$ cat src/rtl/memory_arbiter_if.sv
// ----------------------------------------------------------------------------
// memory_arbiter_if
//
// Purpose: the bus signals around the instruction/data memory arbiter. This
// covers the CPU instruction port, the CPU data port and the shared memory port.
//
// Handshake semantics (all three ports):
//   - A requester raises *_valid with its fields stable. It holds them until
//     it sees *_ready=1. It may drop the request before the grant; a dropped
//     request is never serviced.
//   - *_ready is a single-cycle completion pulse. *_rdata is meaningful only
//     while the matching *_ready is 1.
//   - memory_valid is presented for exactly one cycle per transaction, and
//     memory_ready is returned exactly one cycle after that valid cycle.
//
// Modports:
//   slave  - arbiter view: it serves the CPU ports and drives the memory port.
//   master - environment view: the CPU plus memory side, all directions reversed.
// ----------------------------------------------------------------------------
interface memory_arbiter_if;
    // instruction port
    logic        imem_valid;
    logic [31:0] imem_addr;
    logic [31:0] imem_rdata;
    logic        imem_ready;
    // data port
    logic        dmem_valid;
    logic [31:0] dmem_addr;
    logic [31:0] dmem_wdata;
    logic [3:0]  dmem_wstrb;
    logic [31:0] dmem_rdata;
    logic        dmem_ready;
    // shared memory port
    logic        memory_valid;
    logic        memory_instr;
    logic [31:0] memory_addr;
    logic [31:0] memory_wdata;
    logic [3:0]  memory_wstrb;
    logic [31:0] memory_rdata;
    logic        memory_ready;

    modport slave (
        input  imem_valid, imem_addr,
        output imem_rdata, imem_ready,
        input  dmem_valid, dmem_addr, dmem_wdata, dmem_wstrb,
        output dmem_rdata, dmem_ready,
        output memory_valid, memory_instr, memory_addr, memory_wdata, memory_wstrb,
        input  memory_rdata, memory_ready
    );

    modport master (
        output imem_valid, imem_addr,
        input  imem_rdata, imem_ready,
        output dmem_valid, dmem_addr, dmem_wdata, dmem_wstrb,
        input  dmem_rdata, dmem_ready,
        input  memory_valid, memory_instr, memory_addr, memory_wdata, memory_wstrb,
        output memory_rdata, memory_ready
    );
endinterface

$ cat src/rtl/memory_arbiter.sv
// ----------------------------------------------------------------------------
// memory_arbiter
//
// Purpose: shares one single-outstanding memory port between an instruction
// requester and a data requester. A grant is issued combinationally in IDLE.
// The winner's ready pulse comes on the following cycle, when memory answers.
//
// Ports:
//   clk          rising-edge clock
//   rst          synchronous reset, active-low (0 = reset)
//   bus          memory_arbiter_if.slave (imem, dmem and memory ports)
//   o_dbg_state  current FSM state (0 = IDLE, 1 = BUSY_I, 2 = BUSY_D)
//
// Configuration:
//   ARBITER_ROUND_ROBIN_EN  defined   -> on simultaneous requests, the port not
//                                        granted most recently wins; after
//                                        reset, data wins first.
//                           undefined -> fixed priority, data beats instruction.
// ----------------------------------------------------------------------------
module memory_arbiter (
    input  logic              clk,
    input  logic              rst,
    memory_arbiter_if.slave   bus,
    output logic [1:0]        o_dbg_state
);

    typedef enum logic [1:0] {
        IDLE   = 2'd0,
        BUSY_I = 2'd1,
        BUSY_D = 2'd2
    } state_t;

    state_t r_state;
    state_t w_next_state;
    logic   w_grant_d;

`ifdef ARBITER_ROUND_ROBIN_EN
    // 1 = the most recent grant went to the instruction port.
    logic r_last_i;
    logic w_issue;
    logic w_issue_i;

    assign w_grant_d = bus.dmem_valid && (!bus.imem_valid || r_last_i);
    assign w_issue   = rst && (r_state == IDLE) && (bus.imem_valid || bus.dmem_valid);
    assign w_issue_i = w_issue && !w_grant_d;

    always_ff @(posedge clk) begin
        if (!rst) begin
            r_last_i <= 1'b1;
        end else if (w_issue) begin
            r_last_i <= w_issue_i;
        end
    end
`else
    assign w_grant_d = bus.dmem_valid;
`endif

    always_ff @(posedge clk) begin
        if (!rst) begin
            r_state <= IDLE;
        end else begin
            r_state <= w_next_state;
        end
    end

    always_comb begin
        w_next_state      = r_state;
        bus.memory_valid  = 1'b0;
        bus.memory_instr  = 1'b0;
        bus.memory_addr   = 32'h0;
        bus.memory_wdata  = 32'h0;
        bus.memory_wstrb  = 4'h0;
        bus.imem_ready    = 1'b0;
        bus.dmem_ready    = 1'b0;
        // Read data is a plain pass-through and is qualified only by ready.
        bus.imem_rdata    = bus.memory_rdata;
        bus.dmem_rdata    = bus.memory_rdata;

        case (r_state)
            IDLE: begin
                // memory_ready is ignored here. Nothing is issued while rst is
                // held low.
                if (rst && w_grant_d) begin
                    bus.memory_valid = 1'b1;
                    bus.memory_addr  = bus.dmem_addr;
                    bus.memory_wdata = bus.dmem_wdata;
                    bus.memory_wstrb = bus.dmem_wstrb;
                    w_next_state     = BUSY_D;
                end else if (rst && bus.imem_valid) begin
                    bus.memory_valid = 1'b1;
                    bus.memory_instr = 1'b1;
                    bus.memory_addr  = bus.imem_addr;
                    w_next_state     = BUSY_I;
                end
            end
            BUSY_I: begin
                if (rst && bus.memory_ready) begin
                    bus.imem_ready = 1'b1;
                    w_next_state   = IDLE;
                end
            end
            BUSY_D: begin
                if (rst && bus.memory_ready) begin
                    bus.dmem_ready = 1'b1;
                    w_next_state   = IDLE;
                end
            end
            default: begin
                w_next_state = IDLE;
            end
        endcase
    end

    assign o_dbg_state = r_state;

endmodule

$ cat src/flat_wrapper.sv
// flat-port wrapper written by rule: the top's interface ports become plain ports
module memory_arbiter_flat 
  (clk, rst, o_dbg_state, bus_imem_valid, bus_imem_addr, bus_imem_rdata, bus_imem_ready, bus_dmem_valid, bus_dmem_addr, bus_dmem_wdata, bus_dmem_wstrb, bus_dmem_rdata, bus_dmem_ready, bus_memory_valid, bus_memory_instr, bus_memory_addr, bus_memory_wdata, bus_memory_wstrb, bus_memory_rdata, bus_memory_ready);
  memory_arbiter_if bus_i ();
  input  logic clk;
  input  logic rst;
  output logic [1:0] o_dbg_state;
  input wire logic [$bits(bus_i.imem_valid)-1:0] bus_imem_valid;
  input wire logic [$bits(bus_i.imem_addr)-1:0] bus_imem_addr;
  output wire logic [$bits(bus_i.imem_rdata)-1:0] bus_imem_rdata;
  output wire logic [$bits(bus_i.imem_ready)-1:0] bus_imem_ready;
  input wire logic [$bits(bus_i.dmem_valid)-1:0] bus_dmem_valid;
  input wire logic [$bits(bus_i.dmem_addr)-1:0] bus_dmem_addr;
  input wire logic [$bits(bus_i.dmem_wdata)-1:0] bus_dmem_wdata;
  input wire logic [$bits(bus_i.dmem_wstrb)-1:0] bus_dmem_wstrb;
  output wire logic [$bits(bus_i.dmem_rdata)-1:0] bus_dmem_rdata;
  output wire logic [$bits(bus_i.dmem_ready)-1:0] bus_dmem_ready;
  output wire logic [$bits(bus_i.memory_valid)-1:0] bus_memory_valid;
  output wire logic [$bits(bus_i.memory_instr)-1:0] bus_memory_instr;
  output wire logic [$bits(bus_i.memory_addr)-1:0] bus_memory_addr;
  output wire logic [$bits(bus_i.memory_wdata)-1:0] bus_memory_wdata;
  output wire logic [$bits(bus_i.memory_wstrb)-1:0] bus_memory_wstrb;
  input wire logic [$bits(bus_i.memory_rdata)-1:0] bus_memory_rdata;
  input wire logic [$bits(bus_i.memory_ready)-1:0] bus_memory_ready;
  assign bus_i.imem_valid = bus_imem_valid;
  assign bus_i.imem_addr = bus_imem_addr;
  assign bus_imem_rdata = bus_i.imem_rdata;
  assign bus_imem_ready = bus_i.imem_ready;
  assign bus_i.dmem_valid = bus_dmem_valid;
  assign bus_i.dmem_addr = bus_dmem_addr;
  assign bus_i.dmem_wdata = bus_dmem_wdata;
  assign bus_i.dmem_wstrb = bus_dmem_wstrb;
  assign bus_dmem_rdata = bus_i.dmem_rdata;
  assign bus_dmem_ready = bus_i.dmem_ready;
  assign bus_memory_valid = bus_i.memory_valid;
  assign bus_memory_instr = bus_i.memory_instr;
  assign bus_memory_addr = bus_i.memory_addr;
  assign bus_memory_wdata = bus_i.memory_wdata;
  assign bus_memory_wstrb = bus_i.memory_wstrb;
  assign bus_i.memory_rdata = bus_memory_rdata;
  assign bus_i.memory_ready = bus_memory_ready;
  memory_arbiter u_core (.clk(clk), .rst(rst), .bus(bus_i), .o_dbg_state(o_dbg_state));
endmodule
$ cat config.mk
export PLATFORM = sky130hd
export DESIGN_NAME = memory_arbiter_flat
export DESIGN_NICKNAME = d
export VERILOG_FILES = /design/src/rtl/memory_arbiter_if.sv /design/src/rtl/memory_arbiter.sv /design/src/flat_wrapper.sv
export SDC_FILE = /design/constraint.sdc
export NUM_CORES = 1
export LEC_CHECK = 0
export BUFFER_PORTS_ARGS = -buffer_cell sky130_fd_sc_hd__buf_4
export CORE_AREA = 10 10 100 102
export DETAILED_ROUTE_END_ITERATION = 12
export DIE_AREA = 0 0 110 112
export MAX_ROUTING_LAYER = met4
export PLACE_DENSITY = 0.58
export SLEW_MARGIN = 10
export SYNTH_ARGS = -nofsm -noshare
export SYNTH_HDL_FRONTEND = slang
export SYNTH_SLANG_ARGS = --single-unit
$ cat constraint.sdc
create_clock -name clk -period 1.3 [get_ports clk]
set_input_delay 0.065 -clock clk [delete_from_list [all_inputs] [get_ports clk]]
set_output_delay 0.065 -clock clk [all_outputs]
set_load 0.1 [all_outputs]
==> metrics.md, run 1 <==
| Metric | Value |
|---|---|
| Core area | `8050 um^2` |
| Setup ws final | `-0.398 ns` |
| Vias | `1,589` |
| Cts hold-fix bufs | `0` |
| Distinct cells, synth | `18` |
| Largest net degree at the start of global routing | `36` |
| Worst setup EP type | `primary output` |
| Total nets after synthesis | `308` |
| Slew Limit Fails | `0` |
| Yosys warns | `0` |
| Cell Rows | `33` |
| Synth Area per Inst | `7.55 um^2` |
| Max IR drop VDD | `0.683 mV` |
| Layout cells sized above 1 | `95.9%` |
| Period utilisation layout | `131%` |
| Cells after Synth | `168` |
| Longest Clk Path Bufs | `2` |
| Vias per inst | `3.99` |
| Crit-path cells | `inv_4, ha_4, and3_4, clkbuf_16, a22o_4, buf_12` |
| CTS H-tree depth | `1` |
| Area of the multi-input gates | `1070 um^2` |
| TNS Setup | `-24.14 ns` |
| Critical path class | `reg2out` |
| PwrDens | `807 nW/um^2` |
| Starting Density | `15.8%` |
| Final ANT Viol Nets | `0` |
| Post-synthesis instance area | `1270 um^2` |
| Later-pin clock latency in the skew report | `0.21 ns` |
| Leakage dissipation | `1.82 nW` |
| PortBufs | `178` |
| EDFF count, synth | `0` |
| Gr ovfl total | `0` |
| Async set-reset flop share out of synthesis | `0%` |
| Crit-path max FO | `17` |
| Worst path arrival time | `1.63 ns` |
| Post-synth top cells | `65 x buf_4, 36 x and2_1, 32 x a22o_1, 6 x buf_6` |
| Drt drc | `0` |
| CP startpoint kind | `flip-flop` |
| Rel. slew slack | `81.4%` |
| Vias in the first global route | `1,875` |
| First-pass DRT Iterations | `4` |
| Num CTS Buffers | `3` |
| Global-route wire length before repair | `12,000 um` |
| Sink Count | `2` |
| WL/cell | `21.6 um` |
| Final wirelength | `8590 um` |
| IO Count | `275` |
| RSZ-0062 raised after global routing | `true` |
| Post-synth top area cell | `buf_4` |
| CTS tree | `yes` |
| Die Y | `112 um` |
| Die area | `12,300 um^2` |
| Synth-to-layout area growth | `202%` |
| Delay-heaviest family, CP | `buffers and inverters` |
| Largest register FFs | `2` |
| FF+latch area | `47.5 um^2` |
| Seq cells post-synth | `2` |
| Number of antenna diodes | `0` |
| Die width | `110 um` |
| Final HPWL DP | `6530 um` |
| Outcome | `finished, violations left` |
| CTS root buf | `clkbuf_8` |
| Final setup vio count | `69` |
| Post-layout min period | `1.70 ns` |
| Slowest-stage cell, CP | `dfxtp_4` |
| Yosys top cell area share | `38.5%` |
| Worst endpoint required time | `1.24 ns` |
| Max incr delay on CP | `0.34 ns` |
| Clk_skew | `0.00126 ns` |
| FMAX | `0.589 GHz` |
| Most common cell in the netlist | `buf_4` |
| Final hold vios | `0` |
| Clock slew at reported path FFs | `0.03 ns` |
| Placer Congestion | `0.837` |
| Starting DRC count in detailed routing | `53` |
| Area contributors post-synth | `buf_4 38%, a22o_1 22%, and2_1 18%` |
| Hold_ws | `0.109 ns` |
| Failing checks | `negative setup slack` |
| Filler Cell Count | `717` |
| Initial antenna violation count | `0` |
| Total Routing Usage GR | `12.9%` |
| Sequential fraction of the synthesis area | `3.16%` |
| Max-Cap Viols | `0` |
| Top_reg_cell synth | `dfxtp_1` |
| Critical path buffers and inverters | `3` |
| Worst slew pin tran | `0.281 ns` |
| Setup WS pre-CTS | `-0.267 ns` |
| # nets final | `435` |
| Worst min path class | `in2reg` |
[through the flow]
stage | std cells | instance area (um^2) | power, mW | utilization [%]
after floorplan | 168 | 1720 | 2.64 | -
after global placement | 386 | 2690 | 2.27 | 33.4
after detailed placement | 386 | 2690 | 2.27 | 33.4
after CTS | 396 | 3780 | 3.07 | 47.0
after global routing | 398 | 3830 | 3.19 | 47.6
final | 398 | 3830 | 3.09 | 47.6
[final timing paths]
| check | startpoint | end | slack (ns) | cells after the start |
|---|---|---|---|---|
| worst max register to register | u_core.o_dbg_state[1]$_SDFFE_PN0P_ | u_core.o_dbg_state[0]$_SDFFE_PN0P_ | 0.19 | 6 |
| worst min register to register | u_core.o_dbg_state[0]$_SDFFE_PN0P_ | u_core.o_dbg_state[0]$_SDFFE_PN0P_ | 0.62 | 3 |
| worst min-delay path | bus_imem_valid | u_core.o_dbg_state[0]$_SDFFE_PN0P_ | 0.11 | 3 |
| worst max-delay path | u_core.o_dbg_state[1]$_SDFFE_PN0P_ | bus_memory_addr[6] | -0.40 | 6 |
[layout make-up]
cell class | count | area share (%)
multi-input cells | 88 | 27.9
well taps | 105 | 3.43
inverters | 3 | 0.425
flip-flops and latches | 2 | 1.24
clock buffers | 3 | 1.08
repair buffers | 197 | 65.9
[cell usage in the layout, fill, tap and decap left out, drive strengths merged]
cell	instances
buf	195
and2	36
a22o	32
clkbuf	5
and3	3
inv	3
nor2	3
ha	3
nor2b	2
o21ai	2
a21oi	2
dfxtp	2
nand2	2
nor3	1
nand2b	1
nand4	1
[layer usage]
layer	vias to the layer above	share of wire, %	global-route usage, %
met5	-	0	-
met3	9	9.9	3.86
met2	90	56	23.9
met4	0	1.2	2.78
met1	735	33	12.8
li1	755	-	-
[cell families after synthesis]
family / synth area share, %
DFF: 3.16
buffers and inverters: 46.3
AOI/OAI and AO/OA: 23.7
and+or+nand+nor: 24.0
adders and majority gates: 2.96
[worst reg2reg max path, delay by kind of cell (launching register included)]
family	cells	cell delay (ns)
adders and majority gates	1	0.16
AOI/OAI and AO/OA	1	0.14
and+or+nand+nor	2	0.18
buffers and inverters	2	0.18
DFF	1	0.34
[power breakdown]
part	leakage (nW)	switching [mW]	internal, mW
registers	0.0178	0.00719	0.0712
logic	1.78	1.61	1.16
clock network	0.0216	0.0455	0.195
[timing repair]
action / in CTS / in global routing
setup buffers: 5 / 1
gates cloned: 3 / 2
setup endpoints to repair: 72 / 71
pin swaps: 5 / 2
gates resized for setup: 226 / 4
No activity file was read; power rests on OpenSTA's default activity.
==> inputs of run 2 (changes only) <==
--- a/config.mk
+++ b/config.mk
@@ -6,11 +6,12 @@
 export NUM_CORES = 1
 export LEC_CHECK = 0
 export BUFFER_PORTS_ARGS = -buffer_cell sky130_fd_sc_hd__buf_4
-export CORE_AREA = 10 10 100 102
+export CORE_AREA = 10 10 98 100
 export DETAILED_ROUTE_END_ITERATION = 12
-export DIE_AREA = 0 0 110 112
+export DIE_AREA = 0 0 108 110
 export MAX_ROUTING_LAYER = met4
 export PLACE_DENSITY = 0.58
+export RECOVER_POWER = 100
 export SLEW_MARGIN = 10
 export SYNTH_ARGS = -nofsm -noshare
 export SYNTH_HDL_FRONTEND = slang
==> constraint.sdc (replaced) <==
create_clock -name clk -period 1.94 [get_ports clk]
set_input_delay 0.097 -clock clk [delete_from_list [all_inputs] [get_ports clk]]
set_output_delay 0.097 -clock clk [all_outputs]
set_load 0.1 [all_outputs]
==> metrics.md, run 2 (same netlist as run 1, synthesis figures left out) <==
| Metric | Value |
|---|---|
| Power Total | `1.64 mW (was 3.09 mW)` |
| Core area | `7650 um^2 (was 8050 um^2)` |
| Max IR drop VDD | `0.546 mV (was 0.683 mV)` |
| Worst setup EP type | `primary output (unchanged)` |
| TNS Setup | `0 ns (was -24.14 ns)` |
| Hold_ws | `0.153 ns (was 0.109 ns)` |
| Global-route wire length before repair | `9650 um (was 12,000 um)` |
| Die area | `11,900 um^2 (was 12,300 um^2)` |
| Cell Rows | `32 (was 33)` |
| Cts hold-fix bufs | `0 (unchanged)` |
| P_int | `0.632 mW (was 1.43 mW)` |
| Crit-path max FO | `47 (was 17)` |
| Leakage dissipation | `1.39 nW (was 1.82 nW)` |
| Rel. slew slack | `21.6% (was 81.4%)` |
| IO Count | `275 (unchanged)` |
| Met1 usage | `10.7% (was 12.8%)` |
| Vias | `1,567 (was 1,589)` |
| Gr ovfl total | `0 (unchanged)` |
| Critical path class | `reg2out (unchanged)` |
| Sink Count | `2 (unchanged)` |
| Final hold vios | `0 (unchanged)` |
| Switching share of power | `61.5% (was 53.8%)` |
| # nets final | `422 (was 435)` |
| Post-layout min period | `1.89 ns` |
| Total Routing Usage GR | `10.6% (was 12.9%)` |
| Crit-path cells | `inv_1, ha_4, and3_2, buf_12, and2_2, buf_4 (was inv_4, ha_4, and3_4, clkbuf_16, a22o_4, buf_12)` |
| Met3 Track Usage GR | `4.47% (was 3.86%)` |
| Outcome | `finished, final reports clean (was finished, violations left)` |
| WL/cell | `19.1 um (was 21.6 um)` |
| Setup WS pre-CTS | `0.201 ns (was -0.267 ns)` |
| Later-pin clock latency in the skew report | `0.21 ns (about the same)` |
| Max incr delay on CP | `0.34 ns (about the same)` |
| Drt drc | `0 (unchanged)` |
| Starting Density | `16.6% (was 15.8%)` |
| Commonest non-fill, non-tap cell in the layout | `buf_4 (unchanged)` |
| Clock share of power | `9.9% (was 7.8%)` |
| Worst path arrival time | `1.79 ns (was 1.63 ns)` |
| CP startpoint kind | `flip-flop (unchanged)` |
| Vias per inst | `4.10 (was 3.99)` |
| Placer Congestion | `0.828 (was 0.837)` |
| Top Usage Layer GRT | `met2 (unchanged)` |
| Largest register FFs | `2 (unchanged)` |
| Final setup vio count | `0 (was 69)` |
| Final ANT Viol Nets | `0 (unchanged)` |
| Setup ws final | `0.0523 ns (was -0.398 ns)` |
| CTS root buf | `clkbuf_8 (unchanged)` |
| Worst min path class | `in2reg (unchanged)` |
| Layout cells sized above 1 | `92.9% (was 95.9%)` |
| Max-Cap Viols | `0 (unchanged)` |
| Global-route met2 utilization | `18.4% (was 23.9%)` |
| Worst slew pin tran | `1.18 ns (was 0.281 ns)` |
| CTS tree | `yes (unchanged)` |
| FF-to-FF setup slack | `0.77 ns (was 0.19 ns)` |
| Longest Clk Path Bufs | `2 (unchanged)` |
| Die Y | `110 um (was 112 um)` |
| FMAX | `0.530 GHz` |
| Die width | `108 um (was 110 um)` |
| Number of antenna diodes | `0 (unchanged)` |
| Largest net degree at the start of global routing | `48 (was 36)` |
| First-pass DRT Iterations | `4 (unchanged)` |
| Delay-heaviest family, CP | `buffers and inverters (unchanged)` |
| Final wirelength | `7320 um (was 8590 um)` |
| Sw power | `1.01 mW (was 1.66 mW)` |
| Most frequent cells in the layout | `142 x buf_4, 36 x and2_2, 30 x buf_6 (was 115 x buf_4, 77 x buf_12, 36 x and2_4)` |
| Initial antenna violation count | `0 (unchanged)` |
| PortBufs | `178 (unchanged)` |
| Final HPWL DP | `6100 um (was 6530 um)` |
| Slowest-stage cell, CP | `dfxtp_4 (unchanged)` |
| Vias in the first global route | `1,644 (was 1,875)` |
| Clk_skew | `0.00205 ns (was 0.00126 ns)` |
| Critical path buffers and inverters | `3 (unchanged)` |
| Synth-to-layout area growth | `109% (was 202%)` |
| Period utilisation layout | `97.3%` |
| Clock slew at reported path FFs | `0.03 ns (about the same)` |
| Comb pwr share | `86.8% (was 89.7%)` |
| Slew Limit Fails | `0 (unchanged)` |
| CTS H-tree depth | `1 (unchanged)` |
| Num CTS Buffers | `3 (unchanged)` |
| PwrDens | `619 nW/um^2 (was 807 nW/um^2)` |
| Worst endpoint required time | `1.84 ns (was 1.24 ns)` |
| Starting DRC count in detailed routing | `38 (was 53)` |
| Register share of total power | `3.2% (was 2.5%)` |
run 2: routing by layer:
layer  wire [um]  up-vias
li1            -      731
met1        2650      690
met2        3690      128
met3         853       18
met4         123        0
met5           0        -
run 2: layout make-up:
class	count	area, um^2
clock buffer	3	41.3
fill	790	4990
inverter	3	11.3
multi-input combinational	88	813
sequential	2	47.5
tap	102	128
timing repair buffer	184	1610
run 2: path summary, 6_finish.rpt:
| kind | start | end | cells after the start |
|---|---|---|---|
| worst max register to register | u_core.o_dbg_state[0]$_SDFFE_PN0P_ | u_core.o_dbg_state[1]$_SDFFE_PN0P_ | 5 |
| worst min-delay path | bus_imem_valid | u_core.o_dbg_state[0]$_SDFFE_PN0P_ | 3 |
| worst min register to register | u_core.o_dbg_state[0]$_SDFFE_PN0P_ | u_core.o_dbg_state[0]$_SDFFE_PN0P_ | 2 |
| worst max-delay path | u_core.o_dbg_state[0]$_SDFFE_PN0P_ | bus_memory_wstrb[1] | 6 |
run 2: repair_timing:
action,CTS,global route
gates cloned,0,1
pin swaps,0,1
gates resized for setup,18,32
buffers inserted,0,1
endpoints found under the setup margin,18,63
run 2: per-stage QoR:
| step | instance area [um^2] | util (%) | std cells |
|---|---|---|---|
| finish | 2650 | 34.7 | 382 |
| global route | 2650 | 34.7 | 382 |
| CTS | 2500 | 32.7 | 380 |
| detailed placement | 2390 | 31.2 | 377 |
| global placement | 2390 | 31.2 | 377 |
| floorplan | 1430 | - | 168 |
run 2: worst register-to-register path, delay by kind of cell (launching register included):
family / cells / cell delay, ns
compound gates: 2 / 0.23
fa+ha+maj: 1 / 0.27
buf+inv: 1 / 0.08
flops: 1 / 0.35
simple gates: 1 / 0.15
run 2: power groups by stage:
stage	clock (mW)	combinational [mW]	sequential, mW
floorplan	0	1.57	0.0897
global placement	0	1.34	0.0534
detailed placement	0	1.35	0.0536
CTS	0.167	1.38	0.0533
global route	0.174	1.47	0.0538
finish	0.163	1.43	0.0531
==> inputs of run 3 (changes only) <==
--- a/config.mk
+++ b/config.mk
@@ -10,7 +10,7 @@
 export DETAILED_ROUTE_END_ITERATION = 12
 export DIE_AREA = 0 0 108 110
 export MAX_ROUTING_LAYER = met4
-export PLACE_DENSITY = 0.58
+export PLACE_DENSITY = 0.72
 export RECOVER_POWER = 100
 export SLEW_MARGIN = 10
 export SYNTH_ARGS = -nofsm -noshare
==> metrics.md, run 3 (same netlist as run 1, synthesis figures left out) <==
| Metric | Value |
|---|---|
| Vias | `1,582 (was 1,567)` |
| Post-layout min period | `1.88 ns (was 1.89 ns)` |
| Slew Limit Fails | `0 (unchanged)` |
| Largest register FFs | `2 (unchanged)` |
| Register share of total power | `3.4% (was 3.2%)` |
| P_int | `0.601 mW (was 0.632 mW)` |
| Max-Cap Viols | `0 (unchanged)` |
| Worst min path class | `in2reg (unchanged)` |
| Critical path class | `reg2out (unchanged)` |
| Max incr delay on CP | `0.34 ns (about the same)` |
| Crit-path cells | `inv_2, ha_4, nand2_1, nor3_4, buf_6, clkbuf_16, a22o_2, buf_6 (was inv_1, ha_4, and3_2, buf_12, and2_2, buf_4)` |
| IO Count | `275 (unchanged)` |
| Clk_skew | `0.000617 ns (was 0.00205 ns)` |
| Largest net degree at the start of global routing | `40 (was 48)` |
| Number of antenna diodes | `0 (unchanged)` |
| Vias per inst | `4.14 (was 4.10)` |
| Sink Count | `2 (unchanged)` |
| Final setup vio count | `0 (unchanged)` |
| Placer Congestion | `0.933 (was 0.828)` |
| CTS tree | `yes (unchanged)` |
| Vias in the first global route | `1,667 (was 1,644)` |
| Final wirelength | `7550 um (was 7320 um)` |
| Crit-path max FO | `12 (was 47)` |
| Comb pwr share | `86.5% (was 86.8%)` |
| Final hold vios | `0 (unchanged)` |
| FF-to-FF setup slack | `0.79 ns (was 0.77 ns)` |
| Post-route cell area | `2560 um^2 (was 2650 um^2)` |
| Worst path arrival time | `1.78 ns (was 1.79 ns)` |
| Final ANT Viol Nets | `0 (unchanged)` |
| Worst slew pin tran | `1.19 ns (was 1.18 ns)` |
| TNS Setup | `0 ns (unchanged)` |
| CTS H-tree depth | `1 (unchanged)` |
| Rel. slew slack | `20.9% (was 21.6%)` |
| PortBufs | `178 (unchanged)` |
| Starting Density | `16.6% (unchanged)` |
| Layout cells sized above 1 | `93.2% (was 92.9%)` |
| CP startpoint kind | `flip-flop (unchanged)` |
| Later-pin clock latency in the skew report | `0.21 ns (about the same)` |
| Worst setup EP type | `primary output (unchanged)` |
| Gr ovfl total | `0 (unchanged)` |
| FMAX | `0.531 GHz (was 0.530 GHz)` |
| Cell Rows | `32 (unchanged)` |
| Leakage dissipation | `1.34 nW (was 1.39 nW)` |
| Num CTS Buffers | `3 (unchanged)` |
| Longest Clk Path Bufs | `2 (unchanged)` |
| Filler Cell Count | `810 (was 790)` |
| Outcome | `finished, final reports clean (unchanged)` |
| Slowest-stage cell, CP | `dfxtp_4 (unchanged)` |
| Initial antenna violation count | `0 (unchanged)` |
| CTS root buf | `clkbuf_8 (unchanged)` |
| WL/cell | `19.8 um (was 19.1 um)` |
| Clock slew at reported path FFs | `0.03 ns (about the same)` |
| Starting DRC count in detailed routing | `36 (was 38)` |
| Die width | `108 um (unchanged)` |
| Synth-to-layout area growth | `101% (was 109%)` |
| Dpl cell area | `2390 um^2 (unchanged)` |
| Cts hold-fix bufs | `0 (unchanged)` |
| Most used cell, CP | `buf_6` |
| Drt drc | `0 (unchanged)` |
| First-pass DRT Iterations | `4 (unchanged)` |
| Clock share of power | `10.1% (was 9.9%)` |
| RSZ-0062 raised after global routing | `false` |
| Period utilisation layout | `97.0% (was 97.3%)` |
| Die area | `11,900 um^2 (unchanged)` |
| Final HPWL DP | `6440 um (was 6100 um)` |
| Switching share of power | `62.5% (was 61.5%)` |
| Core area | `7650 um^2 (unchanged)` |
| Worst endpoint required time | `1.84 ns (about the same)` |
| Sw power | `1.00 mW (was 1.01 mW)` |
| PwrDens | `627 nW/um^2 (was 619 nW/um^2)` |
| Total Routing Usage GR | `10.8% (was 10.6%)` |
| Most frequent cells in the layout | `111 x buf_4, 38 x clkbuf_4, 36 x and2_2 (was 142 x buf_4, 36 x and2_2, 30 x buf_6)` |
| Die Y | `110 um (unchanged)` |
| # nets final | `422 (unchanged)` |
| Max IR drop VDD | `0.357 mV (was 0.546 mV)` |
| Global-route wire length before repair | `9810 um (was 9650 um)` |
| Commonest non-fill, non-tap cell in the layout | `buf_4 (unchanged)` |
==> run 3: stage by stage <==
stage               setup slack (ns)  hold slack (ns)  instances  util, %  power, mW
finish                        0.0583            0.191        382     33.4       1.60
global route                 0.00680            0.194        382     33.4       1.66
CTS                          0.00472            0.195        380     32.6       1.60
detailed placement             0.195            0.195        377     31.2       1.40
global placement               0.231            0.195        377     31.2       1.39
floorplan                    0.00958            0.229        168        -       1.66
==> run 3: path summary, 6_finish.rpt <==
check	start	end	cells after the start
worst min register to register	u_core.o_dbg_state[1]$_SDFFE_PN0P_	u_core.o_dbg_state[1]$_SDFFE_PN0P_	2
worst max-delay path	u_core.o_dbg_state[1]$_SDFFE_PN0P_	bus_memory_addr[12]	8
worst min-delay path	bus_imem_valid	u_core.o_dbg_state[0]$_SDFFE_PN0P_	3
worst max register to register	u_core.o_dbg_state[0]$_SDFFE_PN0P_	u_core.o_dbg_state[0]$_SDFFE_PN0P_	5
==> run 3: timing repair <==
action | in CTS | in global routing
setup buffers | 0 | 1
resized for setup | 16 | 23
setup endpoints to repair | 16 | 47
cloned | 0 | 1
pin swaps | 0 | 1
==> run 3: routing by layer <==
layer | GRT usage [%] | vias to the layer above | share of wire [%]
met2 | 18.3 | 134 | 49
met4 | 3.24 | 0 | 1.6
met5 | - | - | 0
li1 | - | 728 | -
met1 | 10.7 | 699 | 35
met3 | 5.57 | 21 | 14
==> run 3: cell type report <==
| cell class | count | area (um^2) | share of cell area (%) |
|---|---|---|---|
| multi-input combinational | 88 | 788 | 30.8 |
| tap | 102 | 128 | 4.99 |
| timing repair buffer | 184 | 1540 | 60.4 |
| inverter | 3 | 11.3 | 0.441 |
| sequential | 2 | 45.0 | 1.76 |
| clock buffer | 3 | 41.3 | 1.62 |
==> run 3: power groups by stage <==
stage / registers [mW] / clock network [mW] / logic, mW
3_5_place_dp: 0.0538 / 0 / 1.35
5_1_grt: 0.0553 / 0.168 / 1.43
3_3_place_gp: 0.0524 / 0 / 1.34
6_report: 0.0547 / 0.162 / 1.39
2_1_floorplan: 0.0897 / 0 / 1.57
4_1_cts: 0.0536 / 0.168 / 1.38
==> run 3: worst max-delay path, delay by kind of cell, from the launching register on <==
family,cells,cell delay (ns)
buffers and inverters,4,0.60
flip-flops,1,0.34
AND/OR/NAND/NOR,2,0.34
adder cells (fa/ha/maj),1,0.15
AO/OA/AOI/OAI,1,0.14
